`config.mk`:
```
export PLATFORM = sky130hd
export DESIGN_NAME = button_event_arbiter_flat
export DESIGN_NICKNAME = d
export VERILOG_FILES = /design/src/rtl/button_event_arbiter_pkg.sv /design/src/rtl/button_event_arbiter_if.sv /design/src/rtl/button_event_arbiter_edge.sv /design/src/rtl/button_event_arbiter.sv /design/src/flat_wrapper.sv
export SDC_FILE = /design/constraint.sdc
export NUM_CORES = 1
export LEC_CHECK = 0
export ABC_CLOCK_PERIOD_IN_PS = 1500
export CAP_MARGIN = 40
export CORE_MARGIN = 3
export CORE_UTILIZATION = 25
export DETAILED_ROUTE_END_ITERATION = 10
export SETUP_SLACK_MARGIN = 0.3
export SYNTH_ARGS = -nofsm -noshare
export SYNTH_HDL_FRONTEND = slang
export SYNTH_HIERARCHICAL = 1
export SYNTH_SLANG_ARGS = --single-unit
```
`constraint.sdc`:
```
create_clock -name CLOCK -period 1.5 [get_ports CLOCK]
set_input_delay 0.45 -clock CLOCK [delete_from_list [all_inputs] [get_ports CLOCK]]
set_output_delay 0.45 -clock CLOCK [all_outputs]
set_load 0.01 [all_outputs]
```
`src/rtl/button_event_arbiter_pkg.sv`:
```
// Shared constants and helpers for the button event arbiter.
// Holds the FSM encoding, the ID width helper and the round-robin pick function.
package button_event_pkg;

  localparam logic [0:0] ST_IDLE  = 1'b0;
  localparam logic [0:0] ST_OFFER = 1'b1;

  localparam int MAX_BTN = 8;

  function automatic int clog2_id(input int n);
    for (int w = 0; w < 32; w++) begin
      if ((1 << w) >= n) return w;
    end
    return 32;
  endfunction

  // First set request found scanning upward from last+1, wrapping modulo n.
  function automatic logic [2:0] rr_pick(input logic [MAX_BTN-1:0] req,
                                         input logic [2:0] last,
                                         input int n);
    logic [2:0] r_sel;
    logic [2:0] idx;
    r_sel = last;
    for (int k = n; k >= 1; k--) begin
      idx = 3'((int'(last) + k) % n);
      if (req[idx]) r_sel = idx;
    end
    return r_sel;
  endfunction

endpackage

```
`src/rtl/button_event_arbiter_if.sv`:
```
// Event channel between the arbiter (master) and the game-state controller (slave).
interface button_event_arbiter_if #(parameter int ID_W = 2);
  logic            EventValid;
  logic            EventReady;
  logic [ID_W-1:0] EventId;

  modport master (output EventValid, output EventId, input EventReady);
  modport slave  (input EventValid, input EventId, output EventReady);
endinterface

```
`src/rtl/button_event_arbiter_edge.sv`:
```
// Per-button press detector: one-cycle event strobe on a falling edge.
// With BTN_AUTOREPEAT_EN defined, a held button also emits periodic repeat strobes.
module button_edge_detect #(
  parameter int unsigned REPEAT_CYCLES = 25000000,
  parameter int          REPEAT_W      = 25
) (
  input  logic CLOCK,
  input  logic Reset,
  input  logic i_btn,
  output logic o_event,
  output logic o_repeat
);

  logic r_prev_q;
  logic w_press;

  assign w_press = r_prev_q & ~i_btn;

  // prev_q resets to 0 so a button already held low at reset never looks like a press
  always_ff @(posedge CLOCK) begin
    if (Reset) r_prev_q <= 1'b0;
    else       r_prev_q <= i_btn;
  end

`ifdef BTN_AUTOREPEAT_EN
  logic [REPEAT_W-1:0] r_cnt;
  logic                w_wrap;

  assign w_wrap = ~i_btn & (r_cnt == REPEAT_W'(REPEAT_CYCLES - 1));

  always_ff @(posedge CLOCK) begin
    if (Reset || i_btn || w_press) r_cnt <= '0;
    else if (w_wrap)               r_cnt <= '0;
    else                           r_cnt <= r_cnt + 1'b1;
  end

  assign o_event  = w_press | w_wrap;
  assign o_repeat = w_wrap & ~w_press;
`else
  logic w_unused_repeat;
  assign w_unused_repeat = ^(REPEAT_W'(REPEAT_CYCLES));
  assign o_event  = w_press;
  assign o_repeat = 1'b0;
`endif

endmodule

```
`src/rtl/button_event_arbiter.sv`:
```
// Press-event arbiter: pending/overrun flags per button, round-robin grant, valid/ready offer FSM.
// Optional auto-repeat is enabled by defining BTN_AUTOREPEAT_EN.
module button_event_arbiter
  import button_event_pkg::*;
#(
  parameter int          NUM_BTN       = 4,
  parameter int          ID_W          = 2,
  parameter int unsigned REPEAT_CYCLES = 25000000,
  parameter int          REPEAT_W      = 25
) (
  input  logic                  CLOCK,
  input  logic                  Reset,
  input  logic [NUM_BTN-1:0]    ButtonIn,
  button_event_arbiter_if.master ev_if,
  output logic [NUM_BTN-1:0]    Overrun
);

  logic [NUM_BTN-1:0] w_event;
  logic [NUM_BTN-1:0] w_repeat;
  logic [NUM_BTN-1:0] w_clr;
  logic [NUM_BTN-1:0] r_pending;
  logic [NUM_BTN-1:0] r_overrun;
  logic [0:0]         r_state;
  logic               r_valid;
  logic [ID_W-1:0]    r_id;
  logic [ID_W-1:0]    r_last;
  logic               w_hs;
  logic [MAX_BTN-1:0] w_req;
  logic [2:0]         w_pick;

  for (genvar g = 0; g < NUM_BTN; g++) begin : g_btn
    button_edge_detect #(
      .REPEAT_CYCLES(REPEAT_CYCLES),
      .REPEAT_W     (REPEAT_W)
    ) u_edge (
      .CLOCK   (CLOCK),
      .Reset   (Reset),
      .i_btn   (ButtonIn[g]),
      .o_event (w_event[g]),
      .o_repeat(w_repeat[g])
    );
  end

  always_comb begin
    w_req = '0;
    w_req[NUM_BTN-1:0] = r_pending;
    w_pick = rr_pick(w_req, 3'(r_last), NUM_BTN);
  end

  assign w_hs  = (r_state == ST_OFFER) && ev_if.EventReady;
  assign w_clr = w_hs ? (NUM_BTN'(1) << r_id) : '0;

  // A new event on the button being cleared wins, so it is neither lost nor flagged as overrun.
  always_ff @(posedge CLOCK) begin
    if (Reset) begin
      r_state   <= ST_IDLE;
      r_valid   <= 1'b0;
      r_id      <= '0;
      r_last    <= ID_W'(NUM_BTN - 1);
      r_pending <= '0;
      r_overrun <= '0;
    end else begin
      r_pending <= (r_pending & ~w_clr) | w_event;
      r_overrun <= r_overrun | (w_event & ~w_repeat & r_pending & ~w_clr);
      if (r_state == ST_IDLE) begin
        if (|r_pending) begin
          r_id    <= ID_W'(w_pick);
          r_valid <= 1'b1;
          r_state <= ST_OFFER;
        end
      end else if (w_hs) begin
        r_last  <= r_id;
        r_valid <= 1'b0;
        r_state <= ST_IDLE;
      end
    end
  end

  assign ev_if.EventValid = r_valid;
  assign ev_if.EventId    = r_id;
  assign Overrun          = r_overrun;

endmodule

```
`src/flat_wrapper.sv`:
```
// flat-port wrapper written by rule: the top's interface ports become plain ports
module button_event_arbiter_flat import button_event_pkg::*;
#(
  parameter int          NUM_BTN       = 4,
  parameter int          ID_W          = 2,
  parameter int unsigned REPEAT_CYCLES = 25000000,
  parameter int          REPEAT_W      = 25
)
  (CLOCK, Reset, ButtonIn, Overrun, ev_if_EventValid, ev_if_EventId, ev_if_EventReady);
  button_event_arbiter_if #(.ID_W(ID_W)) ev_if_i ();
  input  logic CLOCK;
  input  logic Reset;
  input  logic [NUM_BTN-1:0] ButtonIn;
  output logic [NUM_BTN-1:0] Overrun;
  output wire logic [$bits(ev_if_i.EventValid)-1:0] ev_if_EventValid;
  output wire logic [$bits(ev_if_i.EventId)-1:0] ev_if_EventId;
  input wire logic [$bits(ev_if_i.EventReady)-1:0] ev_if_EventReady;
  assign ev_if_EventValid = ev_if_i.EventValid;
  assign ev_if_EventId = ev_if_i.EventId;
  assign ev_if_i.EventReady = ev_if_EventReady;
  button_event_arbiter #(.NUM_BTN(NUM_BTN), .ID_W(ID_W), .REPEAT_CYCLES(REPEAT_CYCLES), .REPEAT_W(REPEAT_W)) u_core (.CLOCK(CLOCK), .Reset(Reset), .ButtonIn(ButtonIn), .ev_if(ev_if_i), .Overrun(Overrun));
endmodule
```
# [Yosys cells after proc, flatten, opt, wreduce, memory -nomap -nowiden]
# Cells that the tools add are included.
# Widths: inputs -> output; s select.
[totals] reg_bits=18 input_bits=7 output_inout_bits=7 wordCells=68
[op_classes] add_sub_neg=4 magnitude_cmp=4 eq_ne=1 n_shift=1 n_mux=19 bitwise=19 reduce_logical=10
[op_table] cell="$lt 3x4->1 const B" n=4
[op_table] cell="$and 4x4->4" n=3
[op_table] cell="$bmux 1 s3" n=4
[op_table] cell="$mux 1" n=10
[op_table] cell="$mux 2" n=4
[op_table] cell="$or 4x4->4" n=2
[op_table] cell="$reduce_or 2->1" n=4
[op_table] cell="$reduce_and 2->1" n=3
[op_table] cell="$not 1->1" n=5
[op_table] cell="$add 2x1->2 const B" n=2
[op_table] cell="$add 2x2->2 const B" n=2
[op_table] cell="$and 1x1->1" n=4
[op_table] cell="$and 1x1->1 const A" n=4
[op_table] cell="$mux 4" n=1
[op_table] cell="$not 4->4" n=1
[op_table] cell="$reduce_or 4->1" n=1
[op_table] cell="$shl 1x2->4 const A" n=1
[op_table] cell="$ne 2x2->1 const B" n=1
[op_table] cell="$reduce_bool 2->1" n=1
[op_table] cell="$logic_and 1x1->1" n=1

# [Longest topological paths before layout]
[logic_depth] ltp_word=9 ltp_mapped=4 ltp_nobuf=4

# [Cells and area by module]
# Netlist, hierarchy kept.
[modules_own_cells] module="button_event_arbiter" instances=1 cells_per_inst=66 area_per_inst_um2=559.3 seq_area_each_um2=280.3
[modules_own_cells] module="button_edge_detect" instances=4 cells_per_inst=5 area_per_inst_um2=46.3 seq_area_each_um2=20.0

# [Least setup slack after synthesis]
# OpenSTA, ideal clock, no wires.
[synth_path] path_kind="input -> register" start="in ev_if_EventReady" end="reg u_core.r_overrun[0] (netlist: u_core/Overrun[0])" setup_ns=0.128 t_arrival_ns=0.998 t_required_ns=1.372 path_slack_ns=0.374 path_stages=4 path_buffers=0 cell_sequence="nand2_1 o31a_1 a31oi_1 nor2_1"
[synth_via] elab_chain_len=5
[synth_rtl] item="from (decl)" line_no="flat_wrapper.sv:17" source="input wire logic [$bits(ev_if_i.EventReady)-1:0] ev_if_EventReady;"
[synth_rtl] item="$logic_and 1x1->1" line_no="button_event_arbiter.sv:50" source="assign w_hs = (r_state == ST_OFFER) && ev_if.EventReady;"
[synth_rtl] item="$mux 4" line_no="button_event_arbiter.sv:51" source="assign w_clr = w_hs ? (NUM_BTN'(1) << r_id) : '0;"
[synth_rtl] item="$not 4->4" line_no="button_event_arbiter.sv:64" source="r_overrun <= r_overrun | (w_event & ~w_repeat & r_pending & ~w_clr);"
[synth_rtl] item="$and 4x4->4" line_no="button_event_arbiter.sv:64"
[synth_rtl] item="$or 4x4->4" line_no="button_event_arbiter.sv:64"
[synth_rtl] item="to (signal assigned)" line_no="button_event_arbiter.sv:64"
[synth_rtl] item="to (decl)" line_no="button_event_arbiter.sv:22" source="logic [NUM_BTN-1:0] r_overrun;"
# No other way between the ends.
# A chain may end at the register's enable or synchronous reset.

# [Worst setup path after layout]
[layout_path] start="reg u_core.r_overrun[0] (netlist: u_core/Overrun[0])" end="out Overrun[0]"
[layout_rtl] item="to (decl)" line_no="flat_wrapper.sv:14" source="output logic [NUM_BTN-1:0] Overrun;"
# No word-level cell between the ends.

==> results.txt <==
Share of cells above drive strength 1 - 0.356
Die Width - 60.6 um
Bufs and invs on worst path - 1
MaxCap Viol Count - 0
Io pins - 14
CTS tree - done
Num rows - 19
Outcome - complete, no violations
Final hold vios - 0
FF+latch count, synth - 18
GRT Total Usage - 0.0846
Critical Path Sink Type - output port
Netlist cell types - 26
Logic pwr share - 0.189
Via count - 621
Share of the synthesized area in the top cell type - 0.484
P&R area growth vs syn - 33.8%
Total Wirelength - 1.43 mm
RePlAce Congestion - 0.791
TritonRoute pass-1 iters - 4
Syn_nets - 93
Port bufs - 13
Power density over the cells - 957 nW/um^2
Number of fill cells in the layout - 308
Tcrit/Tclk final - 0.795
Max incr delay on CP - 340 ps
First-pass GRT wire length - 2.26 mm
Clk Latency, worst-skew pair - 290 ps
Syn_area_per_cell - 8.66 sq um
Simple-Gate Fraction of Synth Area - 0.227
Switching Fraction - 0.261
Syn. warnings - 6
Routed Antenna Nets - 0
Final instance area - 996 sq um
Synthesized-area fraction occupied by adder cells - 0
Worst hold path class - in -> reg
Largest family of logic cells by synthesized area - simple AND/OR/NAND/NOR gates
Antenna violations before repair - 0
Fin nets - 113
Vias in the first global route - 525
Post-DP Area - 917 sq um
Crit Path Max Fanout - 2
Congestion Overflow GR - 0
Hpwl dp - 1.00 mm
Flop pwr share - 0.568
Layout Cells excl Fill - 135
Setup crit start kind - flip-flop
Worst EP required - 1050 ps
Die area - 3670 sq um
Peak VDD IR - 0.393 mV
CTS H-tree lvls - 1
Ant. Diodes - 0
Via density - 4.60
Int Power - 0.705 mW
Worst clock skew - 4.71 ps
Design Power - 0.954 mW
RSZ-0062 raised after global routing - true
F_max - 838 MHz
Crit-path cells - buf_6
Clock transition at path regs - 100 ps
Clock Tree Buf Depth - 2
Sink Count - 18
Synth Area in Compound Gates - 0.183
Final Max Tran Viols - 0
Largest net degree at the start of global routing - 11
Total core area - 2810 sq um
CTS buffer count - 3
# placed instances - 130
Count of final setup violators - 0
Die height - 60.6 um
Crit-path leading delay family - flip-flops
Register area share after synthesis - 0.484
Slowest CP cell - dfxtp_2
Drt wl/cell - 10.6 um
Post-route DRC - 0
Mapped Cells - 86
Tmin final - 1190 ps
Arr. time, crit path - 740 ps
Largest area contributor in the netlist - dfxtp_1
Clock root cell - clkbuf_4
Final hold slack - 429 ps
Starting DRC count in detailed routing - 6
Ranking of synthesized cells by area - dfxtp_1 48%, nor2_1 8.1%, nor2b_2 4.7%
Area share of xor/xnor cells in the synthesized design - 0
Post-synthesis mux area share - 0
Clock power share - 0.243
Switch Pwr - 0.249 mW
Initial Utilization - 0.265
Post-Syn Area - 744 sq um
WS Path Type - reg -> out
Lkg Pwr - 0.417 nW
cell usage after synthesis:
master and number:
o31a_1 1, conb_1 4, o21ai_0 1, clkbuf_1 1
inv_1 7, nand2_1 3, nor2_1 16, o221ai_1 1
and3_1 1, a31oi_1 3, a21oi_1 4, o31ai_1 1
a211o_2 1, a211o_1 1, dfxtp_1 18, nor4_2 1
inv_2 1, o41ai_1 1, nor2b_2 4, nand2b_1 2
o21ba_1 1, o22ai_1 2, or3_1 1, buf_4 4
a311oi_1 2, nor2b_1 4
cell type report:
class	count	area, sq um	share of cell area
timing repair buffer	20	193	0.193
sequential	18	370	0.372
clock buffer	3	22.5	0.0226
tap	31	38.8	0.0389
multi-input combinational	55	342	0.343
inverter	8	30.0	0.0302
cell families (layout without fill, tap and decap cells):
family | after synthesis | count (layout)
flops | 18 | 18
compound gates | 19 | 19
simple gates | 32 | 32
buf+inv | 13 | 31
other cells | 4 | 4
per-layer routing:
metal | part of all wire | global-route usage
met1 | 0.43 | 0.103
met2 | 0.49 | 0.128
met3 | 0.050 | 0.0255
met4 | 0.024 | 0.0557
met5 | 0 | 0
flip-flops by register name, indices dropped and copies added (netlist names):
register	flops
u_core/Overrun	4
u_core/ev_if.EventId	2
u_core/ev_if.EventValid	1
u_core/g_btn.u_edge/r_prev_q	4
u_core/r_last	2
u_core/r_pending	4
u_core/r_state	1
cells in the final DEF (no fill, tap or decap), types with 4 or more instances in the layout:
| cell type | Yosys | final |
|---|---|---|
| nor2_1 | 16 | 15 |
| dfxtp_1 | 18 | 10 |
| dfxtp_2 | 0 | 8 |
| buf_6 | 0 | 7 |
| inv_1 | 7 | 7 |
| buf_4 | 4 | 7 |
| clkdlybuf4s50_1 | 0 | 4 |
| nor2b_1 | 4 | 4 |
| nor2b_2 | 4 | 4 |
| conb_1 | 4 | 4 |
worst paths after layout:
check,start,to,slack (ps),cells past startpoint
setup / recovery,u_core/Overrun[0],Overrun[0],310,1
setup reg to reg,u_core/r_state,u_core/Overrun[0],350,4
hold / removal,ButtonIn[2],u_core/g_btn[2].u_edge/r_prev_q,430,2
hold reg to reg,u_core/Overrun[2],u_core/Overrun[2],480,2
per-stage QoR:
step,setup slack [ps],utilization,TNS [ps]
floorplan,374,-,0
global placement,-122,0.327,-535
detailed placement,-137,0.327,-587
CTS,280,0.347,0
global route,245,0.355,0
finish,307,0.355,0
power by group through the flow:
stage | logic, mW | clock network, mW | registers (mW)
floorplan | 0.0864 | 0 | 0.551
global placement | 0.166 | 0 | 0.544
detailed placement | 0.168 | 0 | 0.545
CTS | 0.176 | 0.249 | 0.540
global route | 0.202 | 0.265 | 0.546
finish | 0.180 | 0.232 | 0.542
timing repair:
item / in CTS / in global routing
gates cloned: 0 / 0
hold buffers: 0 / 0
pin swaps: 3 / 1
gates resized for setup: 44 / 6
buffers inserted: 2 / 0
setup endpoints to repair: 16 / 12
hold endpoints to repair: 0 / 0
Note: power is estimated with default switching activity, not from simulation.
